$ cat config.mk
export PLATFORM = sky130hd
export DESIGN_NAME = clint_mmio
export DESIGN_NICKNAME = d
export VERILOG_FILES = /design/src/rtl/clint_mmio_pkg.sv /design/src/rtl/clint_mmio_mtime_counter.sv /design/src/rtl/clint_mmio.sv
export SDC_FILE = /design/constraint.sdc
export NUM_CORES = 1
export LEC_CHECK = 0
export ABC_CLOCK_PERIOD_IN_PS = 9100
export CORE_UTILIZATION = 54
export DETAILED_ROUTE_END_ITERATION = 6
export HOLD_SLACK_MARGIN = 0.1
export PLACE_DENSITY = 0.95
export SYNTH_ARGS = -nofsm -noshare
export SYNTH_HDL_FRONTEND = slang
export SYNTH_SLANG_ARGS = --single-unit
export TNS_END_PERCENT = 1
$ cat constraint.sdc
create_clock -name clock -period 9.1 [get_ports clock]
set_input_delay 1.82 -clock clock [delete_from_list [all_inputs] [get_ports clock]]
set_output_delay 1.82 -clock clock [all_outputs]
set_load 0.01 [all_outputs]
$ cat src/rtl/clint_mmio_pkg.sv
// Shared definitions for the core-local interruptor.
// Holds the register-map byte offsets, the mtimecmp reset value and the
// handshake FSM state type used by clint_mmio.
package clint_mmio_pkg;

    // Byte offsets of the register map (32-bit view)
    localparam logic [15:0] CLINT_MSIP     = 16'h0000;
    localparam logic [15:0] CLINT_SSIP     = 16'h0004;
    localparam logic [15:0] CLINT_MTIMECMP = 16'h4000;
    localparam logic [15:0] CLINT_MTIME    = 16'hBFF8;

    // All ones keeps the timer interrupt quiet until software programs it
    localparam logic [63:0] MTIMECMP_RESET = 64'hFFFF_FFFF_FFFF_FFFF;

    typedef enum logic {
        StIdle,
        StAck
    } clint_state_e;

endpackage

$ cat src/rtl/clint_mmio_mtime_counter.sv
// Free-running 64-bit mtime counter with prescaler and byte-lane writes.
// Ports:
//   clk_i, rst_i  clock and asynchronous active-high reset
//   wr_en_i       write strobe for the counter (one cycle per accepted write)
//   be_i          byte-lane enables, one per byte of the 64-bit counter
//   wdata_i       write data aligned to the 64-bit counter
//   mtime_o       current counter value
module clint_mmio_mtime_counter #(
    parameter int unsigned PRESCALE = 1
) (
    input  logic        clk_i,
    input  logic        rst_i,
    input  logic        wr_en_i,
    input  logic [7:0]  be_i,
    input  logic [63:0] wdata_i,
    output logic [63:0] mtime_o
);

    localparam int unsigned PreW = (PRESCALE > 1) ? $clog2(PRESCALE) : 1;

    logic [PreW-1:0] pre_q, pre_d;
    logic [63:0]     time_q, time_d;
    logic            tick;
    logic            write;

    assign tick  = (pre_q == PreW'(PRESCALE - 1));
    assign write = wr_en_i && (|be_i);

    always_comb begin
        pre_d  = tick ? '0 : pre_q + PreW'(1);
        time_d = tick ? time_q + 64'd1 : time_q;
        // A write freezes the whole counter for this cycle and restarts the prescaler
        if (write) begin
            pre_d  = '0;
            time_d = time_q;
            for (int b = 0; b < 8; b++) begin
                if (be_i[b]) begin
                    time_d[8*b +: 8] = wdata_i[8*b +: 8];
                end
            end
        end
    end

    always_ff @(posedge clk_i or posedge rst_i) begin
        if (rst_i) begin
            pre_q  <= '0;
            time_q <= '0;
        end else begin
            pre_q  <= pre_d;
            time_q <= time_d;
        end
    end

    assign mtime_o = time_q;

endmodule

$ cat src/rtl/clint_mmio.sv
// Memory-mapped core-local interruptor (msip, ssip, mtime, mtimecmp).
// Ports:
//   clock, reset       system clock, asynchronous active-high reset
//   rd_en, wr_en       request strobes, held by the requester until ack
//   addr               word-aligned byte offset into the block
//   wr_data, byte_en   write data and per-byte lane enables
//   rd_data            read data, valid while ack is high
//   ack, err           one-cycle completion pulse; err flags an unmapped offset
//   msip, ssip         software interrupt pending bits
//   mtime, mtimecmp    timer and compare registers for the CSR unit
module clint_mmio
    import clint_mmio_pkg::*;
#(
    parameter int unsigned DATA_SIZE = 32,
    parameter int unsigned PRESCALE  = 1,
    parameter int unsigned ADDR_SIZE = 16
) (
    input  logic                   clock,
    input  logic                   reset,
    input  logic                   rd_en,
    input  logic                   wr_en,
    input  logic [ADDR_SIZE-1:0]   addr,
    input  logic [DATA_SIZE-1:0]   wr_data,
    input  logic [DATA_SIZE/8-1:0] byte_en,
    output logic [DATA_SIZE-1:0]   rd_data,
    output logic                   ack,
    output logic                   err,
    output logic                   msip,
    output logic                   ssip,
    output logic [63:0]            mtime,
    output logic [63:0]            mtimecmp
);

    clint_state_e         state_q;
    logic                 ack_q, err_q, msip_q, ssip_q;
    logic [DATA_SIZE-1:0] rd_data_q;
    logic [63:0]          mtimecmp_q;

    logic                 req;
    logic                 sel_msip, sel_ssip, sel_cmp, sel_time, mapped;
    logic [7:0]           be64;
    logic [63:0]          wdata64, rd64, cmp_wr, mtime_w;
    logic [DATA_SIZE-1:0] rd_word;

    assign req      = (state_q == StIdle) && (rd_en || wr_en);
    assign sel_msip = (addr == ADDR_SIZE'(CLINT_MSIP));
    assign sel_ssip = (addr == ADDR_SIZE'(CLINT_SSIP));
    assign mapped   = sel_msip || sel_ssip || sel_cmp || sel_time;

    // Bus-width specific decode: lanes are steered onto the 64-bit registers
    if (DATA_SIZE == 64) begin : g_bus64
        assign sel_cmp  = (addr == ADDR_SIZE'(CLINT_MTIMECMP));
        assign sel_time = (addr == ADDR_SIZE'(CLINT_MTIME));
        assign be64     = byte_en;
        assign wdata64  = wr_data;
        assign rd_word  = rd64;
    end else begin : g_bus32
        logic cmp_hi, time_hi, hi;
        assign cmp_hi   = (addr == ADDR_SIZE'(CLINT_MTIMECMP + 16'h4));
        assign time_hi  = (addr == ADDR_SIZE'(CLINT_MTIME + 16'h4));
        assign hi       = cmp_hi || time_hi;
        assign sel_cmp  = (addr == ADDR_SIZE'(CLINT_MTIMECMP)) || cmp_hi;
        assign sel_time = (addr == ADDR_SIZE'(CLINT_MTIME)) || time_hi;
        assign be64     = hi ? {byte_en, 4'b0000} : {4'b0000, byte_en};
        assign wdata64  = {wr_data, wr_data};
        assign rd_word  = hi ? rd64[63:32] : rd64[31:0];
    end

    // Read mux; unmapped offsets read zero
    always_comb begin
        rd64 = '0;
        if (sel_msip) begin
            rd64[0] = msip_q;
        end else if (sel_ssip) begin
            rd64[0] = ssip_q;
        end else if (sel_cmp) begin
            rd64 = mtimecmp_q;
        end else if (sel_time) begin
            rd64 = mtime_w;
        end
    end

    always_comb begin
        cmp_wr = mtimecmp_q;
        for (int b = 0; b < 8; b++) begin
            if (be64[b]) begin
                cmp_wr[8*b +: 8] = wdata64[8*b +: 8];
            end
        end
    end

    clint_mmio_mtime_counter #(
        .PRESCALE (PRESCALE)
    ) u_mtime_counter (
        .clk_i   (clock),
        .rst_i   (reset),
        .wr_en_i (req && wr_en && sel_time),
        .be_i    (be64),
        .wdata_i (wdata64),
        .mtime_o (mtime_w)
    );

    // Handshake FSM; read data is captured before any write so rd+wr returns the old value
    always_ff @(posedge clock or posedge reset) begin
        if (reset) begin
            state_q    <= StIdle;
            ack_q      <= 1'b0;
            err_q      <= 1'b0;
            rd_data_q  <= '0;
            msip_q     <= 1'b0;
            ssip_q     <= 1'b0;
            mtimecmp_q <= MTIMECMP_RESET;
        end else begin
            unique case (state_q)
                StIdle: begin
                    if (req) begin
                        state_q   <= StAck;
                        ack_q     <= 1'b1;
                        err_q     <= !mapped;
                        rd_data_q <= rd_word;
                        if (wr_en) begin
                            if (sel_msip && be64[0]) msip_q <= wdata64[0];
                            if (sel_ssip && be64[0]) ssip_q <= wdata64[0];
                            if (sel_cmp)             mtimecmp_q <= cmp_wr;
                        end
                    end
                end
                StAck: begin
                    state_q   <= StIdle;
                    ack_q     <= 1'b0;
                    err_q     <= 1'b0;
                    rd_data_q <= '0;
                end
                default: state_q <= StIdle;
            endcase
        end
    end

    assign rd_data  = rd_data_q;
    assign ack      = ack_q;
    assign err      = err_q;
    assign msip     = msip_q;
    assign ssip     = ssip_q;
    assign mtime    = mtime_w;
    assign mtimecmp = mtimecmp_q;

endmodule
# ---- Word level (Yosys, flattened, before mapping)
# Cells that the tools add are included.
dict set report word_totals {
  reg_bits 166
  in_bits 56
  out_inout_bits 164
}
dict set report classes {
  addsub 2
  n_eq_ne 15
  muxes 28
  bitwise_logic 1
  reduce_logical 34
}
# cell n
set op_table {}
lappend op_table {{two-way mux 64 bit} 4}
lappend op_table {{two-way mux 63 bit} 2}
lappend op_table {{two-way mux 8 bit} 9}
lappend op_table {{adder 64 x 1 -> 64 bit, second input constant} 1}
lappend op_table {{two-way mux 32 bit} 2}
lappend op_table {{case mux 32 bit (2 select lines)} 1}
lappend op_table {{AND reduction 5 bit} 8}
lappend op_table {{equality test 16 x 15 -> 1 bit, second input constant} 2}
lappend op_table {{equality test 16 bit, second input constant} 2}
lappend op_table {{inequality test 2 bit, second input constant} 10}
lappend op_table {{equality test 16 x 3 -> 1 bit, second input constant} 1}
lappend op_table {{zero test 16 bit} 1}
lappend op_table {{AND reduction 2 bit} 8}
lappend op_table {{AND reduction 4 bit} 2}
lappend op_table {{OR reduction 8 bit} 1}
lappend op_table {{logical OR 1 bit} 7}
lappend op_table {{two-way mux 1 bit} 7}
lappend op_table {{logical AND 1 bit} 6}
lappend op_table {{case mux 1 bit (2 select lines)} 3}
lappend op_table {{adder 1 bit, second input constant} 1}
lappend op_table {{zero test 1 bit} 1}
lappend op_table {{NOT 1 bit} 1}

# ---- Longest topological paths before layout
dict set report logic_depth {
  word_depth 9
  depth_mapped 8
  mapped_depth_nobuf 7
}

# ---- By module
# A second synthesis with hierarchy kept.
dict set report unflattened {
  hier_cells 897
  hier_area_um2 9213.8
}
# module n_inst cells_each area_each_um2 seq_area_each_um2
set modules_own_cells {}
lappend modules_own_cells {clint_mmio 1 402 5103.6 2607.5}
lappend modules_own_cells {clint_mmio_mtime_counter 1 495 4110.2 1601.5}

# ---- Least setup slack after synthesis
# Ideal clock, no wire load.
dict set report synth_timing {
  path_kind {input to register}
  start {input port addr[6]}
  end {register u_mtime_counter.time_q[14], in the netlist u_mtime_counter.mtime_o[14]}
  arrival_ns 3.480
  setup_slack_ns 5.498
  stages 8
  cell_sequence {nand4_1 > or4_4 > buf_6 > or4_1 > buf_2 > nor2_1 > a31o_1 > a21oi_1}
}
dict set report synth_via {
  elab_chain_len 7
}
# element line
set synth_lines {}
lappend synth_lines {{start: declaration} clint_mmio.sv:22} ;# input logic [ADDR_SIZE-1:0] addr,
lappend synth_lines {{equality test 16 x 15 -> 1 bit or equality test 16 bit (tied branches)} {clint_mmio.sv:59, clint_mmio.sv:60}}
lappend synth_lines {{logical OR 1 bit} clint_mmio.sv:61} ;# assign hi = cmp_hi || time_hi;
lappend synth_lines {{two-way mux 8 bit} clint_mmio.sv:64} ;# assign be64 = hi ? {byte_en, 4'b0000} : {4'b0000, byte_en};
lappend synth_lines {{OR reduction 8 bit} clint_mmio_mtime_counter.sv:27} ;# assign write = wr_en_i && (|be_i);
lappend synth_lines {{logical AND 1 bit} clint_mmio_mtime_counter.sv:27}
lappend synth_lines {{inequality test 2 bit (no line)} n/a}
lappend synth_lines {{AND reduction 2 bit (no line)} n/a}
lappend synth_lines {{end signal: assignment} clint_mmio_mtime_counter.sv:50} ;# time_q <= time_d;
lappend synth_lines {{end: declaration} clint_mmio_mtime_counter.sv:22} ;# logic [63:0] time_q, time_d;
# Parallel ways exist; a longest one is shown, timed or not.
# A chain may end at the register's enable or synchronous reset.

# ---- Worst setup path in the final report
dict set report layout_timing {
  start {input port wr_en}
  end {register u_mtime_counter.time_q[53], in the netlist u_mtime_counter.mtime_o[53]}
}
dict set report layout_via {
  elab_chain_len 7
}
# element line
set layout_lines {}
lappend layout_lines {{start: declaration} clint_mmio.sv:21} ;# input logic wr_en,
lappend layout_lines {{logical OR 1 bit} clint_mmio.sv:45} ;# assign req = (state_q == StIdle) && (rd_en || wr_en);
lappend layout_lines {{logical AND 1 bit} clint_mmio.sv:45}
lappend layout_lines {{logical AND 1 bit * (2 in a row)} clint_mmio.sv:97} ;# .wr_en_i (req && wr_en && sel_time),
lappend layout_lines {{logical AND 1 bit *} clint_mmio_mtime_counter.sv:27}
lappend layout_lines {{inequality test 2 bit (no line)} n/a}
lappend layout_lines {{AND reduction 2 bit (no line)} n/a}
# Mark *: on every way between the ends. The rest lies on a longest branch, timed or not.

==> impl_metrics.csv <==
group,metric,value,unit
synth,yosys_warnings,0,
detailed_routing,drc_errors,0,
placement,portBuffers,219,
cells_and_area,syn2layout_area_growth,34.5,%
job,cap_violations,0,
critical_path,cp_top_family,"simple AND/OR/NAND/NOR gates",
clock_network,root_buffer,"clkbuf_16",
timing,worst_pin_slew,0.994,ns
critical_path,path_buf_inv,1,
cells_and_area,drive_above_1_share,0.187,
die,start_util,0.561,
die,die_w,128,um
placement,place_area,11000,sq um
hold_path,worstHoldStart,"mtimecmp[57]",
synth,synth_top_area_frac,0.293,
clock_network,postCtsSetupRepairBufs,0,
grt,grt_max_degree,89,
critical_path,critical_path_depth,7,
synth,synth_seq_cells,165,
clock_network,cts_max_level,4,
critical_path,worstSetupStartpoint,"wr_en",
synth,synth_cells,852,
detailed_routing,drt_wl_total,27.9,mm
timing,fin_crit_sh,0.473,
pwr,power_density,139,nW/um^2
critical_path,reg2reg_from,"state_q",
die,io_pins,220,
cells_and_area,multi_input_area,4250,sq um
synth,ys_async_sr_fraction,1.00,
timing,fin_crit,4.30,ns
synth,synth_seq_area_share,0.488,
critical_path,critical_path_class,"in -> reg",
critical_path,required,9.43,ns
clock_network,cts_buffer_depth,2,
die,core,15400,sq um
critical_path,path_cells,"clkdlybuf4s50_1, nor2b_1, nand3_2, nor2_1, and3_1, a211oi_1, a311oi_1",
detailed_routing,num_vias,8319,
clock_network,cts_made_buffers,17,
synth,syn_area,8630,sq um
critical_path,critPathLaunchType,"input port",
grt,grt_pass1_wl,44.2,mm
die,die_h,128,um
die,row_count,45,
clock_network,clk_latency,0.44,ns
critical_path,cp_max_fo,11,
clock_network,hold_buffers,0,
synth,synth-main-ff-cell,"dfrtp_1",
timing,fmax,232,MHz
detailed_routing,firstDrtPassIters,5,
hold_path,hp-class,"reg -> reg",
grt,grt_pass1_vias,8253,
timing,relSlewSlack,0.338,
grt,grt_antenna_before_repair,0,
timing,skew,0.00839,ns
hold_path,min_path_cells,2,
detailed_routing,wl_per_cell,21.7,um
die,die_area,16500,sq um
synth,syn_avg_cell_area,10.1,sq um
critical_path,rrSetupSlack,6.30,ns
cells_and_area,final-seq-area,4210,sq um
synth,synth_cell_types,70,
pwr,irDropWorstVdd,0.115,mV
timing,final_max_slew_viol_count,0,
clock_network,cts_tree,"yes",
status,status,"finished, final reports clean",
critical_path,cp_slowest_cell,"nor2_1",
cells_and_area,stdcell_area,11600,sq um
clock_network,cts-resized-gates,0,
placement,gp_congestion,0.920,
placement,hpwlAfterDp,19.5,mm
synth,syn_nets,909,
cells_and_area,diodes,0,
critical_path,critPathArrivalTime,4.64,ns
pwr,p_leak,4.63,nW
critical_path,r2r_cells,6,
grt,gr-total-overflow,0,
synth,synth-edff-count,0,
timing,setup_viol,0,
clock_network,clkTransAtPathRegs,0.06,ns
detailed_routing,final_antenna_net_count,0,
cells_and_area,nFillCells,1043,
clock_network,cts_num_sinks,165,
detailed_routing,via_per_inst,6.46,
synth,synth_area_leader_cell,"dfrtp_1",
timing,rsz0062_at_grt,"false",
critical_path,max_stage_delay,0.72,ns
synth,synth.area.top_cells,"dfrtp_1, dfstp_2, mux2_2",
detailed_routing,drt_iter0_drc,863,
critical_path,end_kind,"flop",
cells_and_area,nets,1120,
timing,hold_viol_final,0,
grt,track_usage,0.351,
cells_and_area,final_core_util,0.755,
timing,fin_tns_setup,0,ns
## metrics by stage
| step | worst slack [ns] | hold WS (ns) | total power, mW | std cells |
|---|---|---|---|---|
| floorplan | 2.92 | 0.450 | 0.814 | 852 |
| global placement | 4.50 | 0.473 | 0.883 | 1255 |
| global route | 4.72 | 0.512 | 1.66 | 1287 |
| detailed placement | 4.44 | 0.482 | 0.886 | 1255 |
| CTS | 4.90 | 0.498 | 1.62 | 1287 |
| finish | 4.80 | 0.497 | 1.62 | 1287 |
## state kept, by name, summed over array words and instances (netlist names)
name,count
ssip,1
err,1
msip,1
state_q,1
mtimecmp,64
u_mtime_counter.mtime_o,64
rd_data,32
ack,1
## Yosys cell counts (4+ instances only)
| cell | instances |
|---|---|
| nand2_1 | 155 |
| dfrtp_1 | 101 |
| nor2_1 | 69 |
| mux2_2 | 66 |
| dfstp_2 | 64 |
| nand3_1 | 56 |
| o211ai_1 | 36 |
| mux2i_1 | 34 |
| a221oi_1 | 32 |
| clkbuf_1 | 20 |
| nand4_1 | 18 |
| nor3_1 | 16 |
| and3_1 | 13 |
| a21oi_1 | 12 |
| and2_1 | 10 |
| inv_1 | 10 |
| buf_2 | 9 |
| a211oi_1 | 8 |
| o21ai_0 | 8 |
| or3_1 | 8 |
| and4_1 | 7 |
| nor4_1 | 6 |
| o311ai_1 | 6 |
| a311oi_1 | 5 |
| nor3_2 | 5 |
| o311ai_0 | 5 |
| o22ai_1 | 4 |
## tightest hold or removal path, cell delays in order, from the launching register on
cell	delay, ns
dfstp_2	0.37
nand2_1	0.05
nand2_1	0.04
## final timing paths
kind | end
max | u_mtime_counter.mtime_o[53]
min | rd_data[25]
max reg2reg | u_mtime_counter.mtime_o[53]
min reg2reg | rd_data[25]
max in group asynchronous | u_mtime_counter.mtime_o[1]
min in group asynchronous | rd_data[20]
## cells by family (layout without fill, tap and decap cells)
kind of cell,count (synthesis),after routing,share of synthesized area
simple gates,394,394,0.225
xor+xnor,1,1,0.00102
fa+ha+maj,1,1,0.00145
buf+inv,43,267,0.0218
mux,100,100,0.126
flops,165,165,0.488
compound gates,148,148,0.137
## layout make-up
class,count,share of cell area
Clock buffer,25,0.0444
Sequential cell,165,0.363
Tap cell,211,0.0227
Inverter,10,0.00366
Timing Repair Buffer,225,0.192
Multi-Input combinational cell,644,0.366
Clock inverter,7,0.00798
## report_power, final
group	switching, mW	internal, mW	leakage, nW	total (mW)
sequential	0.0197	0.745	2.03	0.765
combinational	0.0602	0.0516	2.31	0.112
clock	0.293	0.447	0.292	0.740
## metal layers
metal / up-vias / global-route usage / routed length (um) / part of all wire
met5: - / 0 / 0 / 0
met4: 0 / 0.148 / 937 / 0.034
met3: 88 / 0.0906 / 2850 / 0.10
met2: 523 / 0.555 / 13000 / 0.47
met1: 4086 / 0.460 / 11100 / 0.40
li1: 3622 / - / - / -
## layout by cell type, fill, tap and decap left out, types with 4 or more instances in the layout
cell / Yosys / routed
clkdlybuf4s50_1: 0 / 218
a211oi_1: 8 / 8
dfstp_2: 64 / 64
clkbuf_16: 0 / 17
and3_1: 13 / 13
dfrtp_1: 101 / 101
a21oi_1: 12 / 12
a311oi_1: 5 / 5
o21ai_0: 8 / 8
inv_1: 10 / 9
nand2_1: 155 / 155
and2_1: 10 / 10
or3_1: 8 / 8
o311ai_1: 6 / 6
a221oi_1: 32 / 32
and4_1: 7 / 7
buf_4: 0 / 6
o22ai_1: 4 / 4
mux2i_1: 34 / 34
nand4_1: 18 / 18
nor3_2: 5 / 6
mux2_2: 66 / 66
clkbuf_8: 0 / 6
nand3_1: 56 / 56
nor4_2: 3 / 4
nor4_1: 6 / 5
o311ai_0: 5 / 5
nor2_1: 69 / 67
o211ai_1: 36 / 36
nor3_1: 16 / 15
(Power assumes the default switching activity.)
